==> src/rtl/multi_counter_file.sv <==
// Register file of 2**SEL_W counters; one read-modify-write op per cycle, flags registered.
// Define MCF_SAT_EN to make INC/DEC clamp when sat=1; otherwise all arithmetic wraps.
module multi_counter_file #(
  parameter int               WIDTH   = 8,
  parameter int               SEL_W   = 3,
  parameter logic [WIDTH-1:0] RST_VAL = '0
) (
  input  logic                          clk,
  input  logic                          rst,
  input  logic [2:0]                    op,
  input  logic [SEL_W-1:0]              rs,
  input  logic [SEL_W-1:0]              rd,
  input  logic [WIDTH-1:0]              in,
  input  logic [WIDTH-1:0]              step,
  input  logic                          sat,
  input  logic [SEL_W-1:0]              rq,
  output logic [WIDTH-1:0]              q,
  output logic [(2**SEL_W)*WIDTH-1:0]   r_all,
  output logic                          ovf,
  output logic                          unf,
  output logic                          zero
);

  localparam int NCNT = 2**SEL_W;

  typedef enum logic [2:0] {
    OP_HOLD = 3'b000,
    OP_LOAD = 3'b001,
    OP_INC  = 3'b010,
    OP_DEC  = 3'b011,
    OP_CLR  = 3'b100,
    OP_COPY = 3'b101,
    OP_SWAP = 3'b110,
    OP_RSVD = 3'b111
  } op_e;

  logic [WIDTH-1:0] cnt_q [NCNT];
  logic [WIDTH-1:0] cnt_d [NCNT];
  logic             ovf_q, ovf_d;
  logic             unf_q, unf_d;
  logic             zero_q, zero_d;

  logic [WIDTH-1:0] src, dst_old, res;
  logic [WIDTH:0]   sum, diff;
  logic             wr;
  op_e              op_s;

  assign op_s    = op_e'(op);
  assign src     = cnt_q[rs];
  assign dst_old = cnt_q[rd];
  assign sum     = {1'b0, src} + {1'b0, step};
  assign diff    = {1'b0, src} - {1'b0, step};

`ifndef MCF_SAT_EN
  logic unused_sat;
  assign unused_sat = sat;
`endif

  always_comb begin
    cnt_d  = cnt_q;
    ovf_d  = 1'b0;
    unf_d  = 1'b0;
    zero_d = zero_q;
    res    = '0;
    wr     = 1'b0;
    case (op_s)
      OP_LOAD: begin
        res = in;
        wr  = 1'b1;
      end
      OP_INC: begin
        res   = sum[WIDTH-1:0];
        ovf_d = sum[WIDTH];
        wr    = 1'b1;
`ifdef MCF_SAT_EN
        if (sat && sum[WIDTH]) res = '1;
`endif
      end
      OP_DEC: begin
        res   = diff[WIDTH-1:0];
        unf_d = diff[WIDTH];
        wr    = 1'b1;
`ifdef MCF_SAT_EN
        if (sat && diff[WIDTH]) res = '0;
`endif
      end
      OP_CLR: wr = 1'b1;
      OP_COPY, OP_SWAP: begin
        res = src;
        wr  = 1'b1;
      end
      default: ;
    endcase
    if (wr) begin
      cnt_d[rd] = res;
      zero_d    = (res == '0);
    end
    // With rs == rd this writes back the unchanged value, so self-swap is a no-op.
    if (op_s == OP_SWAP) cnt_d[rs] = dst_old;
  end

  always_ff @(posedge clk or posedge rst) begin
    if (rst) begin
      for (int k = 0; k < NCNT; k++) cnt_q[k] <= RST_VAL;
      ovf_q  <= 1'b0;
      unf_q  <= 1'b0;
      zero_q <= 1'b0;
    end else begin
      cnt_q  <= cnt_d;
      ovf_q  <= ovf_d;
      unf_q  <= unf_d;
      zero_q <= zero_d;
    end
  end

  assign q    = cnt_q[rq];
  assign ovf  = ovf_q;
  assign unf  = unf_q;
  assign zero = zero_q;

  for (genvar k = 0; k < NCNT; k++) begin : g_rall
    assign r_all[k*WIDTH +: WIDTH] = cnt_q[k];
  end

endmodule

==> config.mk <==
export PLATFORM = sky130hd
export DESIGN_NAME = multi_counter_file
export DESIGN_NICKNAME = d
export VERILOG_FILES = /design/src/rtl/multi_counter_file.sv
export SDC_FILE = /design/constraint.sdc
export NUM_CORES = 1
export LEC_CHECK = 0
export CAP_MARGIN = 30
export CELL_PAD_IN_SITES_DETAIL_PLACEMENT = 0
export CELL_PAD_IN_SITES_GLOBAL_PLACEMENT = 1
export CORE_ASPECT_RATIO = 1.75
export CORE_MARGIN = 2
export CORE_UTILIZATION = 41
export DETAILED_ROUTE_END_ITERATION = 6
export GPL_TIMING_DRIVEN = 0
export PLACE_DENSITY = 0.9
export SLEW_MARGIN = 10
export SYNTH_ARGS = -nofsm -noshare
export SYNTH_HDL_FRONTEND = slang
export SYNTH_SLANG_ARGS = --single-unit
==> constraint.sdc <==
create_clock -name clk -period 3.3 [get_ports clk]
set_input_delay 0.33 -clock clk [delete_from_list [all_inputs] [get_ports clk]]
set_output_delay 0.33 -clock clk [all_outputs]
set_load 0.02 [all_outputs]
==> out/results.ini <==
[critical_path]
worst_ep_arrival_time_ns=3.43
startpoint_type=primary input
critical_path_class=in2reg
worst_r2r_startpoint=r_all[26]
critPathMaxFanout=7
critPathRequiredTime_ns=3.47
critical_path.endpoint_type=flip-flop
crit_start=rs[0]

[pwr]
vdd_ir_drop_max_mv=0.378
p_leak_uw=0.00299
powerDensity_nw_per_um2=747

[synth]
seq_area_frac_synth_pct=29.6
yosysWarningCount=0
post_synth_instance_area_um2=5670
dominantRegCellSynth=sky130_fd_sc_hd__dfrtp_1
syn_inst=618
synth.ff_latch_count=67
yosys.cell_types.count=65
synth_edf_count=0
yosys.area.top_type_share_pct=29.6
yosys-top-cells-area=sky130_fd_sc_hd__dfrtp_1 (30%), sky130_fd_sc_hd__mux4_2 (12%), sky130_fd_sc_hd__mux2i_1 (6.2%)
async_reset_ff_share_pct=100
synth_largest_area_cell=sky130_fd_sc_hd__dfrtp_1
mappedNetlistNets=668
synthesis.area_per_instance_um2=9.17

[placement]
placement.cell_area_um2=6910
hpwl_um=16700
io_buffer_count=96
routabilityCongestion=0.957
place.detailed.instances=890

[clock_tree]
clock-root-buffer=sky130_fd_sc_hd__clkbuf_16
clock_tree_from_tritoncts=built
cts_buffers=9
clock_latency_ns=0.34
cts-htree-levels=3
clkSinkCount=67
clk_pin_slew_worst_paths_ns=0.05
max-clock-path-buffers=2
cts-hold-fix-buffers=0

[drt]
detail_route.wl_per_cell_um=25.0
avgViaCountPerCell=6.45
drc=0
wl_um=23200
drt_pass1_iterations=6
total_number_of_vias=5972
drt_iter0_drc=647
ant_nets=0

[layout]
area.sequential_um2=1690
area_growth_syn_to_layout_pct=35.8
stdcell_count=926
nFillCells=1216
num-nets-final=797
postLayoutCoreUtil_pct=57.2
final_design_area_no_fill_um2=7700
diodes=0
layout_commonest_cell=sky130_fd_sc_hd__clkdlybuf4s50_1
final_cell_mix=sky130_fd_sc_hd__clkdlybuf4s50_1 (95), sky130_fd_sc_hd__nand2_1 (77), sky130_fd_sc_hd__dfrtp_1 (54)
drive_above_1_share_pct=20.6
area_of_the_multi_input_gates_um2=3950

[grt]
overall_overflow_remaining_after_global_route=0
grtUsageTotal_pct=30.2
antenna_found_initial=0
grt_start_max_net_pins=48
first_global_vias=5813
grt_first_pass_wirelength_um=33900

[timing]
min_period_ns=3.26
hold_viol=0
timing.clock.skew_ns=0.00634
final.period_utilization_pct=98.9
maxClockFrequency_mhz=306
report.final.slew_viol_count=0
worst_slew_margin_rel_pct=27.7
grt_setup_unrepaired=yes
timing.final.setup_violations=0
max_slew.worst_pin.slew_ns=1.08

[die]
core_region_area_um2=13500
floorplan.rows=56
fp.dieArea_um2=14800
initial_core_util_pct=42.1
die_h_um=160
io_pins=106
die_w_um=92.9

[run_status]
run_status=completed

[run]
max_cap_violations=0

[hold_path]
timing.hold.worst.class=in2async

## synthesized netlist by cell type (3+ instances only)
cell type and number:
sky130_fd_sc_hd__nor3_1 10, sky130_fd_sc_hd__o21ai_0 52, sky130_fd_sc_hd__a22oi_1 14, sky130_fd_sc_hd__nor3b_1 3
sky130_fd_sc_hd__nor2b_1 18, sky130_fd_sc_hd__clkbuf_1 23, sky130_fd_sc_hd__a311oi_1 3, sky130_fd_sc_hd__mux2_1 3
sky130_fd_sc_hd__buf_2 8, sky130_fd_sc_hd__o22ai_1 10, sky130_fd_sc_hd__mux2i_1 35, sky130_fd_sc_hd__ha_1 17
sky130_fd_sc_hd__nand2b_1 9, sky130_fd_sc_hd__inv_1 18, sky130_fd_sc_hd__o21a_1 3, sky130_fd_sc_hd__a211o_1 9
sky130_fd_sc_hd__mux2_2 19, sky130_fd_sc_hd__o21ai_1 28, sky130_fd_sc_hd__a21oi_1 19, sky130_fd_sc_hd__nor2_1 45
sky130_fd_sc_hd__o211ai_1 24, sky130_fd_sc_hd__mux4_2 29, sky130_fd_sc_hd__nand2_1 77, sky130_fd_sc_hd__xnor2_1 3
sky130_fd_sc_hd__a221oi_1 5, sky130_fd_sc_hd__dfrtp_1 67, sky130_fd_sc_hd__a22o_1 3, sky130_fd_sc_hd__buf_6 3
sky130_fd_sc_hd__o221ai_1 3, sky130_fd_sc_hd__buf_1 4, sky130_fd_sc_hd__a211oi_1 6, sky130_fd_sc_hd__and2_1 6
## where the power goes
part           leakage, uW  total (uW)  internal (uW)  switching, uW
sequential        0.000790        1540           1100            440
clock             0.000159        1060            701            362
combinational      0.00204        3150           1560           1590
total              0.00299        5750           3360           2390
## layout make-up
class                   count  share of cell area, %
multi-input cells         495                   51.3
flip-flops and latches     67                   22.0
repair buffers            119                   16.0
clock buffers              12                   3.33
well taps                 174                   2.83
plain buffers              36                   2.67
inverters                  19                  0.959
clock inverters             4                  0.943
## layer usage
layer / global-route usage, % / wire, um / vias up
met5: 0 / 0 / -
li1: - / - / 2594
met3: 4.45 / 1890 / 95
met1: 36.1 / 8170 / 2865
met4: 18.3 / 1730 / 0
met2: 50.6 / 11400 / 418
## stage by stage
step / worst slack, ns / power, uW / hold WS (ns) / setup TNS [ns]
floorplan: 0.0414 / 3130 / 0.576 / 0
global placement: -1.17 / 4220 / 0.493 / -47.14
detailed placement: -1.24 / 4300 / 0.498 / -48.52
CTS: 0.0243 / 5530 / 0.311 / 0
global route: -0.0556 / 6010 / 0.342 / -0.406
finish: 0.0360 / 5750 / 0.306 / 0
## worst max-delay path: stages
cell and delay (ns):
sky130_fd_sc_hd__buf_2 0.13, sky130_fd_sc_hd__buf_8 0.14, sky130_fd_sc_hd__buf_12 0.14, sky130_fd_sc_hd__buf_12 0.13, sky130_fd_sc_hd__mux2_4 0.32, sky130_fd_sc_hd__a221oi_4 0.35
sky130_fd_sc_hd__inv_2 0.10, sky130_fd_sc_hd__ha_4 0.28, sky130_fd_sc_hd__inv_2 0.05, sky130_fd_sc_hd__o311a_1 0.21, sky130_fd_sc_hd__mux2_4 0.32, sky130_fd_sc_hd__a221oi_2 0.25
sky130_fd_sc_hd__a21boi_4 0.31, sky130_fd_sc_hd__clkbuf_16 0.19, sky130_fd_sc_hd__a211o_1 0.11, sky130_fd_sc_hd__o21ai_0 0.08
## registers in the layout, indices dropped and copies added, names as in the netlist
register	flops
r_all	64
ovf	1
unf	1
zero	1
## cells by family after synthesis
family / count (synthesis) / synth area share, %
fa+ha+maj: 19 / 4.46
simple gates: 186 / 15.3
mux: 88 / 22.8
flops: 67 / 29.6
buf+inv: 58 / 4.48
xor+xnor: 3 / 0.464
compound gates: 197 / 22.9
## what timing repair did
item	CTS	global route
buffers inserted	7	11
gates cloned	1	3
setup endpoints to repair	51	48
gates resized for setup	29	48
pin swaps	4	10
## final timing paths
path | slack, ns | cells after the start | endpoint
max | 0.04 | 16 | r_all[29]
min | 0.31 | 2 | r_all[40]
max reg2reg | 0.04 | 11 | r_all[29]
min reg2reg | 0.52 | 2 | zero
max in group asynchronous | 2.44 | 3 | r_all[21]
min in group clk | 0.52 | 2 | zero
No activity file was read; power rests on OpenSTA's default activity.
==> edit 1 (same flow settings) <==
Add an input register stage for `op`, `rs`, `rd`, `in`, `step` and `rq`; this delays them by one clock. The other inputs are not delayed to match. Comments in the files are not updated.
--- a/src/rtl/multi_counter_file.sv
+++ b/src/rtl/multi_counter_file.sv
@@ -36,2 +36,18 @@
 
+  logic [2:0] op_q;
+  logic [SEL_W-1:0] rs_q;
+  logic [SEL_W-1:0] rd_q;
+  logic [WIDTH-1:0] in_q;
+  logic [WIDTH-1:0] step_q;
+  logic [SEL_W-1:0] rq_q;
+
+  always_ff @(posedge clk) begin
+    op_q   <= op;
+    rs_q   <= rs;
+    rd_q   <= rd;
+    in_q   <= in;
+    step_q <= step;
+    rq_q   <= rq;
+  end
+
   logic [WIDTH-1:0] cnt_q [NCNT];
@@ -47,7 +63,7 @@
 
-  assign op_s    = op_e'(op);
-  assign src     = cnt_q[rs];
-  assign dst_old = cnt_q[rd];
-  assign sum     = {1'b0, src} + {1'b0, step};
-  assign diff    = {1'b0, src} - {1'b0, step};
+  assign op_s    = op_e'(op_q);
+  assign src     = cnt_q[rs_q];
+  assign dst_old = cnt_q[rd_q];
+  assign sum     = {1'b0, src} + {1'b0, step_q};
+  assign diff    = {1'b0, src} - {1'b0, step_q};
 
@@ -67,3 +83,3 @@
       OP_LOAD: begin
-        res = in;
+        res = in_q;
         wr  = 1'b1;
@@ -94,3 +110,3 @@
     if (wr) begin
-      cnt_d[rd] = res;
+      cnt_d[rd_q] = res;
       zero_d    = (res == '0);
@@ -98,3 +114,3 @@
     // With rs == rd this writes back the unchanged value, so self-swap is a no-op.
-    if (op_s == OP_SWAP) cnt_d[rs] = dst_old;
+    if (op_s == OP_SWAP) cnt_d[rs_q] = dst_old;
   end
@@ -115,3 +131,3 @@
 
-  assign q    = cnt_q[rq];
+  assign q    = cnt_q[rq_q];
   assign ovf  = ovf_q;
Behaviour: not the same (a bounded check fails within 4 cycles, from zero or initial values and one cycle with rst high).
==> edit 1 against the original RTL <==
  * Sequential cell count increased by 28
  * Design area grew 11%
  * The run now ends with negative setup slack left
  * Routed wire length increased by 1.0%
  * Worst setup slack worse by 120 ps
  * Critical endpoint is now zero
  * Area after synthesis up 9.9%
  * Highest routed layer unchanged
  * Die area rose by 9.5%
  * Final cell count increased by 5.6%
  * Power rose by 12%
  * Largest power group unchanged
==> edit 1: results (changes against the original RTL) <==
metric,value,unit,change
M1 WL,8.125,mm,-0.53%
fill count,1259,,+3.5%
Relative slew margins,33.65,%,+5.9 points
CP max-delay cell,a221oi_4,,
met3 wire len,1.400,mm,-26%
compound-cell area share of the yosys netlist,20.85,%,-2.1 points
setup violators final,21,,+21
dpl hpwl,17.41,mm,+4.4%
DRT iter0 DRCs,585,,-9.6%
DP Cell Count,934,,+4.9%
status,finished with violations,,
clock-pin slew on the worst setup and hold paths,70,ps,+20 ps
VDD IR max,0.3012,mV,-20%
Leak Pwr,3.317,nW,+11%
WL per Instance,23.92,microns,-4.4%
first-pass GRT wire length,35.92,mm,+6.1%
pre-CTS WS,-740.6,ps,+503.1 ps
Area after DPL,0.007543,sq mm,+9.2%
Post-Synth XOR/XNOR Area,0.4218,%,-0.042 points
Synth cell types,66,,+1.5%
worst setup margin,-84.00,ps,-120.0 ps
IO Port Bufs,104,,+8.3%
Pre-antenna DRT Iters,7,,+1
largest net degree at the start of global routing,41,,-15%
GRT Overall Usage,28.49,%,-1.8 points
met2 wire len,11.91,mm,+4.7%
FF-to-FF path depth,13,,+2
CP Data Arrival Time,3630,ps,+200 ps
FF-to-FF End,zero,,
adder-cell share of the synthesized area,4.057,%,-0.40 points
post-layout power,6.436,mW,+12%
Post-Syn Nets,696,,+4.2%
final wirelength,23.40,mm,+1.0%
WHS,329.2,ps,+23.66 ps
placer congestion estimate,0.9696,,+1.3%
vias after detailed routing,6240,,+4.5%
setup TNS,-657.9,ps,-657.9 ps
vias in the first global route,6422,,+10%
failing checks,negative setup slack,,
HP Class,input port to asynchronous set/reset pin,,
nets@finish,840,,+5.4%
Post-synth ARST share,70.53,%,-29 points
r2r startpoint,rs_q[0],,
CP Max Fanout,5,,-2
Slowest Stage Delay on Critical Path,390,ps,+40 ps
kind of critical path,register to register,,
largest cells by area after synthesis,"dfrtp_1 (27%), mux4_2 (10%), dfxtp_1 (9.0%)",,
clock skew,9.999,ps,+3.660 ps
[edit 1: power breakdown]
group | internal (mW) | switching [mW]
Sequential | 1.44 | 0.477
Clock | 0.741 | 0.444
Combinational | 1.67 | 1.67
Total | 3.85 | 2.59
[edit 1: layout make-up]
| type | instances | area (sq um) | share of cell area [%] |
|---|---|---|---|
| flip-flops and latches | 95 | 2240 | 26.18 |
| plain buffers | 35 | 221.5 | 2.588 |
| clock buffers | 12 | 236.5 | 2.764 |
| repair buffers | 135 | 1305 | 15.25 |
| inverters | 19 | 77.57 | 0.9067 |
| well taps | 183 | 229.0 | 2.676 |
| clock inverters | 4 | 95.09 | 1.111 |
| multi-input cells | 495 | 4151 | 48.52 |
[edit 1: layer usage]
metal,up-vias,track usage [%]
li1,2709,-
met1,3033,30.71
met2,362,49.88
met3,136,4.364
met4,0,20.94
met5,-,0
[edit 1: timing repair]
item                                    CTS  global route
setup buffers                            16            12
endpoints found under the setup margin   59            51
pin swaps                                19            18
hold buffers                              0             0
cloned                                    2             0
resized for setup                        75            39
==> edit 2 (same settings) <==
Without the edit above. Build with the macro `MCF_SAT_EN` defined.
--- a/src/rtl/multi_counter_file.sv
+++ b/src/rtl/multi_counter_file.sv
@@ -2,2 +2,4 @@
 // Define MCF_SAT_EN to make INC/DEC clamp when sat=1; otherwise all arithmetic wraps.
+`define MCF_SAT_EN
+
 module multi_counter_file #(
Function: changed (a bounded check fails within 4 cycles, from zero or initial values and one cycle with rst high).
==> edit 2 against the original RTL <==
  * The flow now finishes with violations (negative setup slack)
  * Sequential power is 6% lower
  * Via count rose by 9.3%
  * Sequential share of layout area is 2.1 points lower
  * Routed wire length increased by 17%
  * Maximum frequency down 11%
  * Power rose by 2.8%
  * Worst setup slack worse by 380 ps
  * Design area is 9.5% higher
  * First-iteration DRC count down 1.4%
  * Clock power decreased by 6%
  * Sequential cell count did not move
  * Area after synthesis rose by 5.9%
  * Critical path type unchanged
  * Highest routed layer unchanged
==> edit 2: results (changes against the original RTL) <==
metric,value,unit,change
"Seq/Total Area, Yosys",27.92,%,-1.7 points
fill count,1272,,+4.6%
Post-synth ARST share,100.0,%,unchanged
first-pass GRT wire length,39.74,mm,+17%
Post-Syn Nets,700,,+4.8%
clock network area share,3.621,%,-0.65 points
setup TNS,-7073,ps,-7073 ps
clock skew,10.70,ps,+4.359 ps
adder-cell share of the synthesized area,4.000,%,-0.46 points
H-tree depth,3,,unchanged
Register Area,0.001680,sq mm,-0.74%
ratio of cells with drive above 1 in the final layout,25.25,%,+4.6 points
CP Data Arrival Time,3910,ps,+480 ps
Post-Synth XOR/XNOR Area,0.7292,%,+0.27 points
vias in the first global route,6655,,+14%
final wirelength,27.05,mm,+17%
setup violators final,65,,+65
Logic inverters,19,,unchanged
Relative slew margins,28.12,%,+0.39 points
worst skew pair latency,350,ps,
failing checks,negative setup slack,,
Synth cell types,72,,+11%
CTS tree,done,,
Bufs on Longest Clock Path,2,,unchanged
pre-CTS WS,-1840,ps,-596.5 ps
largest net degree at the start of global routing,58,,+21%
main flop type after synthesis,dfrtp_1,,
buffer share of cell area,20.04,%,+1.4 points
area of the multi-input gates,0.004457,sq mm,+13%
GRT Overall Usage,34.99,%,+4.7 points
Synth top cells by count,"o21ai_0 (69), dfrtp_1 (67), nor2_1 (64)",,
Leak Pwr,3.520,nW,+18%
multi-input gates,521,,+5.3%
#FFs+latches synth,67,,unchanged
compound-cell area share of the yosys netlist,22.31,%,-0.60 points
VDD IR max,0.4334,mV,+15%
Num CTS Buffers,9,,unchanged
non-clock buffer count,185,,+19%
initial antenna violation count,0,,unchanged
n_diodes,0,,unchanged
largest cells by area after synthesis,"dfrtp_1 (28%), mux4_2 (12%), mux2i_1 (7.2%)",,
vias after detailed routing,6528,,+9.3%
nets@finish,852,,+6.9%
dpl hpwl,18.93,mm,+13%
Root Driver,clkbuf_16,,
"Warnings, synthesis",0,,unchanged
placer congestion estimate,1.024,,+7.0%
worst setup margin,-347.8,ps,-383.8 ps
Pre-antenna DRT Iters,5,,-1
HP Class,input port to asynchronous set/reset pin,,
mux cell area share after synthesis,22.42,%,-0.38 points
DRT iter0 DRCs,638,,-1.4%
max reg flops,64,,unchanged
status,finished with violations,,
Fmax,274.1,MHz,-11%
clock-pin slew on the worst setup and hold paths,60,ps,
layout clock buffer count,11,,-1
CP Max Fanout,7,,unchanged
IO Port Bufs,98,,+2.1%
==> edit 2: metal layers <==
metal  global-route usage, %  part of all wire, %  wire length (microns)
met4                   29.74                  8.8                   2372
met1                   37.85                   34                   9104
met5                       0                    0                      0
met3                   5.413                  7.1                   1920
met2                   58.35                   50                  13660
==> edit 2: logic make-up (layout without fill, tap and decap cells) <==
logic type	Yosys count	count (layout)
and+or+nand+nor	212	212
AOI/OAI and AO/OA	193	194
muxes	92	92
DFF	67	67
buffers and inverters	64	220
adders and majority gates	18	18
xor gates and xnor gates	5	5
==> edit 2: final timing paths <==
path | cells past startpoint | slack, ps | start | end
setup / recovery | 16 | -350 | rs[1] | zero
hold reg to reg | 2 | 560 | zero | zero
setup reg to reg | 13 | -340 | r_all[16] | zero
min in group clk | 3 | 480 | op[0] | unf
max in group asynchronous | 3 | 2480 | rst | r_all[0]
hold / removal | 2 | 240 | rst | r_all[13]
==> edit 2: per-stage QoR <==
step	instances	area [sq um]
finish	988	8431
CTS	980	8214
detailed placement	932	7332
floorplan	651	6070
global route	988	8431
global placement	929	7276
==> edit 2: timing repair <==
action | 4_1_cts | 5_1_grt
hold buffers | 0 | 0
endpoints found under the setup margin | 66 | 69
resized for setup | 67 | 53
buffers inserted | 33 | 10
pin swaps | 20 | 19
gates cloned | 2 | 0
==> edit 2: critical path, stage by stage <==
cell and delay [ps]:
buf_4 150, bufbuf_16 280, buf_4 140, nor2_4 130, buf_12 120, a22oi_2 90
and3_4 240, fa_2 390, or2b_4 230, a211oi_4 80, buf_4 150, o311a_4 380
o211ai_1 270, nand2_1 130, or4_4 600, o31ai_4 180
==> edit 2: where the power goes <==
part | switching, mW | internal, mW
registers | 0.370 | 1.08
clock network | 0.394 | 0.608
logic | 1.78 | 1.67
total | 2.55 | 3.36
